--- config.mk ---
export PLATFORM = sky130hd
export DESIGN_NAME = reorder_request_tagger
export DESIGN_NICKNAME = d
export VERILOG_FILES = /design/src/rtl/reorder_request_tagger.sv
export SDC_FILE = /design/constraint.sdc
export NUM_CORES = 1
export LEC_CHECK = 0
export ABC_AREA = 1
export BUFFER_PORTS_ARGS = -buffer_cell sky130_fd_sc_hd__buf_4
export CAP_MARGIN = 5
export CORE_MARGIN = 2
export CORE_UTILIZATION = 35
export DETAILED_ROUTE_END_ITERATION = 16
export PLACE_DENSITY = 0.59
export SYNTH_ARGS = -nofsm -noshare
export SYNTH_HDL_FRONTEND = slang
export SYNTH_SLANG_ARGS = --single-unit
--- constraint.sdc ---
create_clock -name clk -period 3.83 [get_ports clk]
set_clock_uncertainty 0.1 [all_clocks]
set_input_delay 0.1915 -clock clk [delete_from_list [all_inputs] [get_ports clk]]
set_output_delay 0.1915 -clock clk [all_outputs]
set_load 0.005 [all_outputs]
--- src/rtl/reorder_request_tagger.sv ---
// rtl/reorder_request_tagger.sv - reorder-tag allocator with 2-entry tagged output buffer
// Optional tag-sequence checker: define REORDER_TAGGER_TAG_CHECK_EN.
module reorder_request_tagger #(
   parameter int ADDR_WIDTH      = 48,
   parameter int TAG_WIDTH       = 6,
   parameter int MAX_OUTSTANDING = 32
) (
   input  logic                  clk,
   input  logic                  rst,
   input  logic                  req_valid,
   input  logic [ADDR_WIDTH-1:0] req_addr,
   output logic                  req_ready,
   output logic                  rq_increment,
   input  logic [TAG_WIDTH-1:0]  rq_index_tag,
   input  logic                  rq_full,
   input  logic                  rq_valid,
   output logic                  mem_req_valid,
   output logic [ADDR_WIDTH-1:0] mem_req_addr,
   output logic [TAG_WIDTH-1:0]  mem_req_tag,
   input  logic                  mem_req_stall,
   output logic [TAG_WIDTH:0]    outstanding,
   output logic                  tag_error
);

   typedef enum logic [1:0] {EMPTY, ONE, FULL} state_t;

   localparam logic [TAG_WIDTH:0] MAX_OUT = (TAG_WIDTH+1)'(MAX_OUTSTANDING);

   state_t                r_state;
   logic [ADDR_WIDTH-1:0] r_head_addr;
   logic [ADDR_WIDTH-1:0] r_tail_addr;
   logic [TAG_WIDTH-1:0]  r_head_tag;
   logic [TAG_WIDTH-1:0]  r_tail_tag;
   logic [TAG_WIDTH:0]    r_outstanding;

   logic w_ready;
   logic w_accept;
   logic w_pop;
   logic w_retire;

   assign w_ready  = !rst && !rq_full && (r_state != FULL) && (r_outstanding < MAX_OUT);
   assign w_accept = req_valid && w_ready;
   assign w_pop    = (r_state != EMPTY) && !mem_req_stall;
   // A retire with nothing in flight is dropped so the counter cannot wrap.
   assign w_retire = rq_valid && (r_outstanding != '0);

   assign req_ready     = w_ready;
   assign rq_increment  = w_accept;
   assign mem_req_valid = !rst && (r_state != EMPTY);
   assign mem_req_addr  = rst ? '0 : r_head_addr;
   assign mem_req_tag   = rst ? '0 : r_head_tag;
   assign outstanding   = rst ? '0 : r_outstanding;

   always_ff @(posedge clk) begin
      if (rst) begin
         r_state       <= EMPTY;
         r_head_addr   <= '0;
         r_head_tag    <= '0;
         r_tail_addr   <= '0;
         r_tail_tag    <= '0;
         r_outstanding <= '0;
      end else begin
         case (r_state)
            EMPTY: begin
               if (w_accept) begin
                  r_head_addr <= req_addr;
                  r_head_tag  <= rq_index_tag;
                  r_state     <= ONE;
               end
            end
            ONE: begin
               if (w_accept && !w_pop) begin
                  r_tail_addr <= req_addr;
                  r_tail_tag  <= rq_index_tag;
                  r_state     <= FULL;
               end else if (w_accept && w_pop) begin
                  r_head_addr <= req_addr;
                  r_head_tag  <= rq_index_tag;
               end else if (w_pop) begin
                  r_state <= EMPTY;
               end
            end
            FULL: begin
               if (w_pop) begin
                  r_head_addr <= r_tail_addr;
                  r_head_tag  <= r_tail_tag;
                  r_state     <= ONE;
               end
            end
            default: r_state <= EMPTY;
         endcase

         if (w_accept && !w_retire) begin
            r_outstanding <= r_outstanding + 1'b1;
         end else if (!w_accept && w_retire) begin
            r_outstanding <= r_outstanding - 1'b1;
         end
      end
   end

`ifdef REORDER_TAGGER_TAG_CHECK_EN
   logic [TAG_WIDTH-1:0] r_expected_tag;
   logic                 r_tag_error;

   always_ff @(posedge clk) begin
      if (rst) begin
         r_expected_tag <= '0;
         r_tag_error    <= 1'b0;
      end else if (w_accept) begin
         r_expected_tag <= r_expected_tag + 1'b1;
         if (rq_index_tag != r_expected_tag) begin
            r_tag_error <= 1'b1;
         end
      end
   end

   assign tag_error = !rst && r_tag_error;
`else
   assign tag_error = 1'b0;
`endif

endmodule

Word level (Yosys, flattened, before mapping)
Index checks and enable logic that the tools add are counted.
{"block": "word_totals", "register_bits": 117, "in_bits": 60}
{"block": "op_classes", "n_addsub": 2, "n_lt_le_gt_ge": 1, "n_eq_ne": 9, "muxes": 21, "reduce_logical": 25}
{"cell": "$mux 48", "count": 5}
{"cell": "$pmux 48 s3", "count": 1}
{"cell": "$mux 6", "count": 5}
{"cell": "$mux 7", "count": 3}
{"cell": "$pmux 6 s3", "count": 1}
{"cell": "$logic_and 1x1->1", "count": 11}
{"cell": "$mux 2", "count": 5}
{"cell": "$ne 2x2->1 const B", "count": 5}
{"cell": "$add 7x1->7 const B", "count": 1}
{"cell": "$lt 7x6->1 const B", "count": 1}
{"cell": "$reduce_bool 7->1", "count": 1}
{"cell": "$sub 7x1->7 const B", "count": 1}
{"cell": "$logic_not 1->1", "count": 6}
{"cell": "$ne 3x3->1 const B", "count": 2}
{"cell": "$pmux 2 s3", "count": 1}
{"cell": "$reduce_and 5->1", "count": 1}
{"cell": "$reduce_and 4->1", "count": 1}
{"cell": "$reduce_bool 2->1", "count": 2}
{"cell": "$reduce_bool 3->1", "count": 1}
{"cell": "$eq 2x1->1 const B", "count": 1}
{"cell": "$eq 2x2->1 const B", "count": 1}
{"cell": "$logic_not 2->1", "count": 1}
{"cell": "$reduce_and 2->1", "count": 1}

Depth between registers and ports, before layout
Gate-level depths: netlist of run 1.
{"block": "logic_depth", "word_depth": 9, "depth_mapped": 17}

Worst setup path before layout of run 1
OpenSTA, ideal clock, no wires.
{"block": "synth_path", "path_kind": "reg2reg", "startpoint": "register r_outstanding[5]", "endpoint": "register r_outstanding[4]", "t_arrival_ns": 1.957, "t_required_ns": 3.615, "slack_ns": 1.657, "stages_incl_launch_ff": 13, "period_less_slack_ns": 2.173, "path_cell_list": "dfxtp_1 inv_1 nand2_1 o41ai_1 ha_1 inv_1 ha_1 nand2_1 inv_1 a21oi_1 xnor2_1 o21ai_0 inv_1"}
{"block": "synth_between", "elab_chain_len": 6, "word_cells_on_any_way": 11, "classes_between": "order compare: 1; mux: 1; reduce/logical: 9"}
{"element": "from (decl)", "line": "34", "rtl": "logic [TAG_WIDTH:0] r_outstanding;"}
{"element": "from (signal assigned)", "line": "94", "rtl": "r_outstanding <= r_outstanding + 1'b1;"}
{"element": "from (signal assigned)", "line": "96", "rtl": "r_outstanding <= r_outstanding - 1'b1;"}
{"element": "$lt 7x6->1", "line": "41", "rtl": "assign w_ready = !rst && !rq_full && (r_state != FULL) && (r_outstanding < MAX_OUT);"}
{"element": "$logic_and 1x1->1", "line": "41"}
{"element": "$logic_and 1x1->1", "line": "42", "rtl": "assign w_accept = req_valid && w_ready;"}
{"element": "$logic_not 1->1", "line": "95", "rtl": "end else if (!w_accept && w_retire) begin"}
{"element": "$logic_and 1x1->1", "line": "95"}
{"element": "$reduce_bool 2->1 (no line)"}
Parallel ways exist; a longest one is shown, timed or not.
A chain may end at the register's enable or synchronous reset.

Final worst setup path of run 1
{"block": "layout_path", "startpoint": "register r_outstanding[5]", "endpoint": "register r_head_tag[1]"}
{"block": "layout_between", "elab_chain_len": 6, "word_cells_on_any_way": 9, "classes_between": "order compare: 1; eq/ne: 3; reduce/logical: 5"}
{"element": "$lt 7x6->1 (*)", "line": "41"}
{"element": "$logic_and 1x1->1 (*)", "line": "41"}
{"element": "$logic_and 1x1->1 (*)", "line": "42"}
{"element": "$logic_and 1x1->1 (on tied branches)", "line": "76, 72"}
{"element": "$ne 2x2->1 (no line)"}
{"element": "$reduce_and 5->1 (no line) (*)"}
{"element": "to (signal assigned)", "line": "67", "rtl": "r_head_tag <= rq_index_tag;"}
{"element": "to (signal assigned)", "line": "78", "rtl": "r_head_tag <= rq_index_tag;"}
{"element": "to (signal assigned)", "line": "86", "rtl": "r_head_tag <= r_tail_tag;"}
{"element": "to (decl)", "line": "32", "rtl": "logic [TAG_WIDTH-1:0] r_head_tag;"}
Every way passes the cells marked *; elsewhere a longest branch is shown, timed or not.

==> flow_summary.yaml, run 1 <==
placement:
  routabilityCongestion: 0.783
  io_buffers: 123
  dp_cells: 1235
  hpwl_mm: 9.53
worst_hold_path:
  hold_class: "input port to flop"
  whs_path_depth: 4
  worstHoldStart: "req_valid"
  min_to: "r_state[0]"
power:
  power_density_nw_per_um2: 469
  power_frac_comb: 0.241
  clockPowerShare: 0.390
  leakagePower_uw: 0.00390
  p_switching_uw: 1070
  finalPower_uw: 3700
  vdd_ir_drop_max_mv: 0.318
  swShare: 0.289
  seqPwrFrac: 0.369
  p_int_uw: 2630
cells_and_area:
  final_common_cell: "nor2_1"
  area_growth_pct: 35.3
  drive_gt1_frac: 0.152
  fin_nets: 1157
  layout_common_cells: "nor2_1, nand2_1, buf_4"
  stdcell_count: 1321
worst_setup_path:
  crit_required_ps: 4030
  startpoint_type: "flop"
  r2r-start: "r_outstanding[5]"
  worstPathCellList: "inv_1, nand2_1, nor2_4, nand4_4, nand2_4, inv_2, nor2_1, nor2_1"
  worstRegToRegCells: 8
  worstPathMaxFanout: 46
  r2r_slack_ps: 1120
  worst_path_max_delay_cell: "nand4_4"
  cpMostUsedCell: "nor2_1"
  r2r-end: "r_head_tag[1]"
  critical_path_class: "flop to flop"
  critical-path-max-stage-delay_ps: 630
  arrival_ps: 2910
  cp-end-kind: "flop"
clock_tree:
  cts_setup_buffers: 0
  clock_path_buffers: 2
  cts.htree.levels: 4
  postCtsHoldBufs: 55
  worstSkewPairLatency_ps: 410
  cts_tree: "yes"
  clk_pin_slew_ps: 50
  cts-root-buf: "clkbuf_16"
  cts.sinks: 117
  cts_buffers: 17
  cts_resized: 0
floorplanning:
  die_area_sq_um: 17700
  ios: 125
  die_w_microns: 133
  die_y_microns: 133
  fp.coreArea_sq_um: 16400
  rows: 47
  start_util: 0.355
sta:
  fin_crit_sh: 0.707
  tns_ps: 0
  slew_headroom: 0.320
  max_clock_freq_mhz: 370
  period_minus_slack_ps: 2710
  hold_violations: 0
  rsz0062_at_grt: "no"
  setup_violations: 0
  drv_slew: 0
  tightest_slew_ps: 1020
yosys:
  synthFlopType: "dfxtp_1"
  ys_types: 26
  yosysWarnings: 0
  syn_inst: 944
  avgSynthCellArea_sq_um: 6.17
  ys_ff_latch: 117
  synthTopCellsByArea: "dfxtp_1, nor2_1, nand2_1"
  yosys.area.top_type: "dfxtp_1"
  synth-edff-count: 0
  synthArstFlopShare: 0
  yosysTopAreaCellShare: 0.402
  synth_nets: 1012
  ys_seq_area_frac: 0.402
  synthesis.area_sq_um: 5830
drt:
  vias: 5823
  postRouteWirelength_mm: 16.3
  drt_pre_antenna_iters: 6
  viasPerCell: 4.41
  wl_per_cell_microns: 12.3
  ant_nets: 0
  dr.first_iter.drc_count: 399
  drc: 0
global_route:
  grt_max_degree: 70
  grt_util_all_layers: 0.188
  grt_pass1_vias: 5325
  grt_antenna_before_repair: 1
  grt_pass1_wl_mm: 26.5
  globalRouteOverflowTotal: 0
run_status:
  status: "finished, final reports clean"
run:
  drv_cap: 0
-- cells in the mapped netlist, drive strengths merged (2+ instances only) --
cell type and instances:
nand3 53, o21ai 61, inv 93, a21oi 13, nand4 4, dfxtp 117
xnor2 2, ha 7, nor2 279, nand2 251, buf 24, xor2 2
clkbuf 34
-- layout make-up --
class / instances / area [sq um]
inverter: 93 / 353
antenna: 1 / 2.50
tap: 220 / 275
multi-input combinational: 676 / 2850
timing repair buffer: 184 / 1520
sequential: 117 / 2340
clock inverter: 4 / 20.0
clock buffer: 26 / 519
fill: 1721 / 8520
-- worst max-delay path by stage --
stage,start,end,slack (ps)
3_3_place_gp,r_outstanding[5],r_head_addr[30],1150
4_1_cts,r_outstanding[5],r_head_addr[42],1080
6_report,r_outstanding[5],r_head_tag[1],1120
5_1_grt,r_outstanding[5],r_head_addr[47],790
2_1_floorplan,r_outstanding[5],r_outstanding[4],1660
3_5_place_dp,r_outstanding[5],r_head_addr[42],1080
-- per-stage QoR --
| step | hold slack [ps] | cell area, sq um | setup slack [ps] | utilization |
|---|---|---|---|---|
| after floorplan | 241 | 5830 | 1660 | - |
| after global placement | 355 | 6790 | 1150 | 0.414 |
| after detailed placement | 361 | 6790 | 1080 | 0.414 |
| after CTS | 15.4 | 7880 | 1080 | 0.480 |
| after global routing | 48.3 | 7890 | 789 | 0.481 |
| final | 40.4 | 7890 | 1120 | 0.481 |
-- power groups by stage --
| stage | registers [uW] | logic [uW] | clock network (uW) |
|---|---|---|---|
| finish | 1370 | 890 | 1440 |
| floorplan | 1380 | 599 | 0 |
| detailed placement | 1390 | 848 | 0 |
| global placement | 1390 | 841 | 0 |
| CTS | 1360 | 896 | 1480 |
| global route | 1380 | 1030 | 1520 |
-- routing by layer --
metal / track usage / part of all wire / vias up
li1: - / - / 3144
met1: 0.243 / 0.48 / 2533
met2: 0.309 / 0.46 / 127
met3: 0.0402 / 0.045 / 19
met4: 0.0705 / 0.019 / 0
met5: 0 / 0 / -
-- worst max-delay path: cells and delay by family (launching register included) --
| kind | cells | cell delay [ps] |
|---|---|---|
| flip-flops | 1 | 310 |
| buffers and inverters | 2 | 500 |
| AND/OR/NAND/NOR | 6 | 1660 |
-- flip-flops by register name (all words and copies together) (netlist names) --
signal         cells
r_outstanding      7
r_tail_addr       48
r_state            2
r_tail_tag         6
r_head_addr       48
r_head_tag         6
-- logic make-up after synthesis --
| kind of cell | after synthesis | share of synthesized area |
|---|---|---|
| AO/OA/AOI/OAI | 75 | 0.0651 |
| XOR/XNOR | 4 | 0.00601 |
| AND/OR/NAND/NOR | 588 | 0.399 |
| adder cells (fa/ha/maj) | 8 | 0.0185 |
| flip-flops | 117 | 0.402 |
| other | 1 | 0.000644 |
| buffers and inverters | 151 | 0.109 |
No activity file was read; power rests on OpenSTA's default activity.
==> run 2, diff against run 1 <==
--- a/config.mk
+++ b/config.mk
@@ -11,7 +11,7 @@
 export CORE_MARGIN = 2
 export CORE_UTILIZATION = 35
 export DETAILED_ROUTE_END_ITERATION = 16
-export PLACE_DENSITY = 0.59
+export PLACE_DENSITY = 0.61
 export SYNTH_ARGS = -nofsm -noshare
 export SYNTH_HDL_FRONTEND = slang
 export SYNTH_SLANG_ARGS = --single-unit
==> constraint.sdc (replaced) <==
create_clock -name clk -period 2.38 [get_ports clk]
set_clock_uncertainty 0.1 [all_clocks]
set_input_delay 0.119 -clock clk [delete_from_list [all_inputs] [get_ports clk]]
set_output_delay 0.119 -clock clk [all_outputs]
set_load 0.005 [all_outputs]
==> run 2 against run 1 <==
Compared with the run above: the flow now finishes with violations (setup timing); power grew 83%; wire length rose by 0.58%; first-iteration DRC count decreased by 34%; worst hold slack better by 93 ps; die area stayed put; via count grew 2.9%; core utilization increased by 2.3 points; clock power up 94%; sequential power up 63%; count of clock-buffer cells in the layout down 5; largest cell class unchanged; largest power group unchanged.
==> flow_summary.yaml, run 2 (synthesis gave the netlist of run 1 again) <==
sta:
  setup_violations: 5
  setup_ws_ps: -104
  slew_headroom: 0.476
  max_clock_freq_mhz: 403
  rsz0062_at_grt: "yes"
  fin_crit_sh: 1.04
  period_minus_slack_ps: 2480
  tightest_slew_ps: 786
  drv_slew: 0
  hold_violations: 0
drt:
  wl_per_cell_microns: 12.2
  drt_pre_antenna_iters: 5
  viasPerCell: 4.49
  dr.first_iter.drc_count: 264
  drc: 0
  postRouteWirelength_mm: 16.4
  vias: 5994
  ant_nets: 0
worst_setup_path:
  critical_path_class: "flop to flop"
  critical-path-max-stage-delay_ps: 410
  worst_path_max_delay_cell: "ha_4"
  worstPathCellList: "inv_4, nand3_2, o41ai_2, ha_2, clkinvlp_4, ha_4, nand2_2, inv_2, nand3_2, nand3_2, nand2_2, nand2_1, nand2_1, a21oi_2"
  worstPathMaxFanout: 7
  cpMostUsedCell: "nand3_2"
  cp-end-kind: "flop"
  arrival_ps: 2730
  crit_required_ps: 2620
  startpoint_type: "flop"
run_status:
  status: "complete, but fails checks"
  violations: "setup timing"
cells_and_area:
  drive_gt1_frac: 0.192
  n_fill_cell: 1686
  final_area_sq_um: 8260
  sequential_cell_area_sq_um: 2350
  multi_input_area_sq_um: 2980
  fin_nets: 1172
  stdcell_count: 1336
  reg_top3: "r_head_addr (48), r_tail_addr (48), r_outstanding (7)"
  layout_common_cells: "nor2_1, nand2_1, buf_4"
  diodes: 0
  final_common_cell: "nor2_1"
  area_growth_pct: 41.8
power:
  seqPwrFrac: 0.329
  swShare: 0.284
  vdd_ir_drop_max_mv: 0.549
  leakagePower_uw: 0.00403
  p_switching_uw: 1920
  p_int_uw: 4850
  power_frac_comb: 0.257
  clockPowerShare: 0.414
  power_density_nw_per_um2: 819
floorplanning:
  die_w_microns: 133
  die_y_microns: 133
  ios: 125
  start_util: 0.355
  fp.coreArea_sq_um: 16400
  die_area_sq_um: 17700
  rows: 47
clock_tree:
  clk_pin_slew_ps: 50
  cts.htree.levels: 4
  cts_tree: "yes"
  cts_buffers: 17
  cts-root-buf: "clkbuf_16"
  worstSkewPairLatency_ps: 420
  cts.sinks: 117
  clock_path_buffers: 2
global_route:
  grt_pass1_vias: 5468
  grt_util_all_layers: 0.189
  grt_pass1_wl_mm: 26.9
  grt_max_degree: 70
  globalRouteOverflowTotal: 0
  grt_antenna_before_repair: 1
placement:
  io_buffers: 123
  dp_cells: 1242
  hpwl_mm: 9.63
  pre_cts_ws_ps: -17.1
  routabilityCongestion: 0.799
  dpl_cell_area_sq_um: 6870
worst_hold_path:
  hold_class: "input port to flop"
run:
  drv_cap: 0
==> run 2: changes by cell type in the layout (fill, tap and decap cells not counted), moves of 4 or more <==
cell,delta
bufinv_16,+5
nand2_1,-5
clkbuf_8,-4
buf_4,+12
nand2_2,+5
ha_1,-7
inv_1,-8
ha_4,+6
inv_2,+6
==> run 2: layout make-up <==
| class | count | area share |
|---|---|---|
| well taps | 220 | 0.0333 |
| repair buffers | 199 | 0.201 |
| multi-input cells | 676 | 0.361 |
| clock inverters | 10 | 0.0215 |
| flip-flops and latches | 117 | 0.284 |
| clock buffers | 21 | 0.0557 |
| inverters | 93 | 0.0436 |
==> run 2: path summary, 6_finish.rpt <==
path | start | endpoint | slack, ps | cells past startpoint
hold / removal | rq_full | r_state[0] | 130 | 7
hold reg to reg | r_tail_addr[47] | r_tail_addr[47] | 380 | 2
setup / recovery | r_outstanding[3] | r_outstanding[6] | -100 | 14
setup reg to reg | r_outstanding[3] | r_outstanding[6] | -100 | 14
==> run 2: timing repair <==
item                       4_1_cts  5_1_grt
setup endpoints to repair        2       29
pin swaps                        0       13
setup buffers                    0        7
hold buffers                    56        0
gates resized for setup          1       35
hold endpoints to repair       102        0
gates cloned                     0        0
==> run 2: power by group through the flow <==
stage	logic, uW	clock network [uW]	registers, uW
after floorplan	963	0	2220
after global placement	1360	0	2230
after detailed placement	1360	0	2240
after CTS	1460	2860	2200
after global routing	1970	2950	2240
final	1740	2800	2230
==> run 2: worst max-delay path: cells and delay by family, from the launching register on <==
family | cells | cell delay (ps)
compound gates | 2 | 420
fa+ha+maj | 2 | 680
buf+inv | 3 | 400
flops | 1 | 360
simple gates | 7 | 450
==> run 2: layer usage <==
| layer | up-vias | global-route usage | share of wire |
|---|---|---|---|
| met5 | - | 0 | 0.00080 |
| met4 | 2 | 0.0585 | 0.014 |
| met3 | 17 | 0.0456 | 0.046 |
| met2 | 127 | 0.309 | 0.46 |
| met1 | 2683 | 0.246 | 0.48 |
| li1 | 3165 | - | - |
==> run 2: metrics by stage <==
step / total power [uW] / hold slack, ps / setup TNS (ps) / utilization
6_report: 6770 / 134 / -333 / 0.504
5_1_grt: 7160 / 178 / -1070 / 0.504
3_5_place_dp: 3600 / 286 / -26.2 / 0.419
3_3_place_gp: 3590 / 282 / 0 / 0.419
2_1_floorplan: 3180 / 168 / 0 / -
4_1_cts: 6520 / 123 / 0 / 0.492
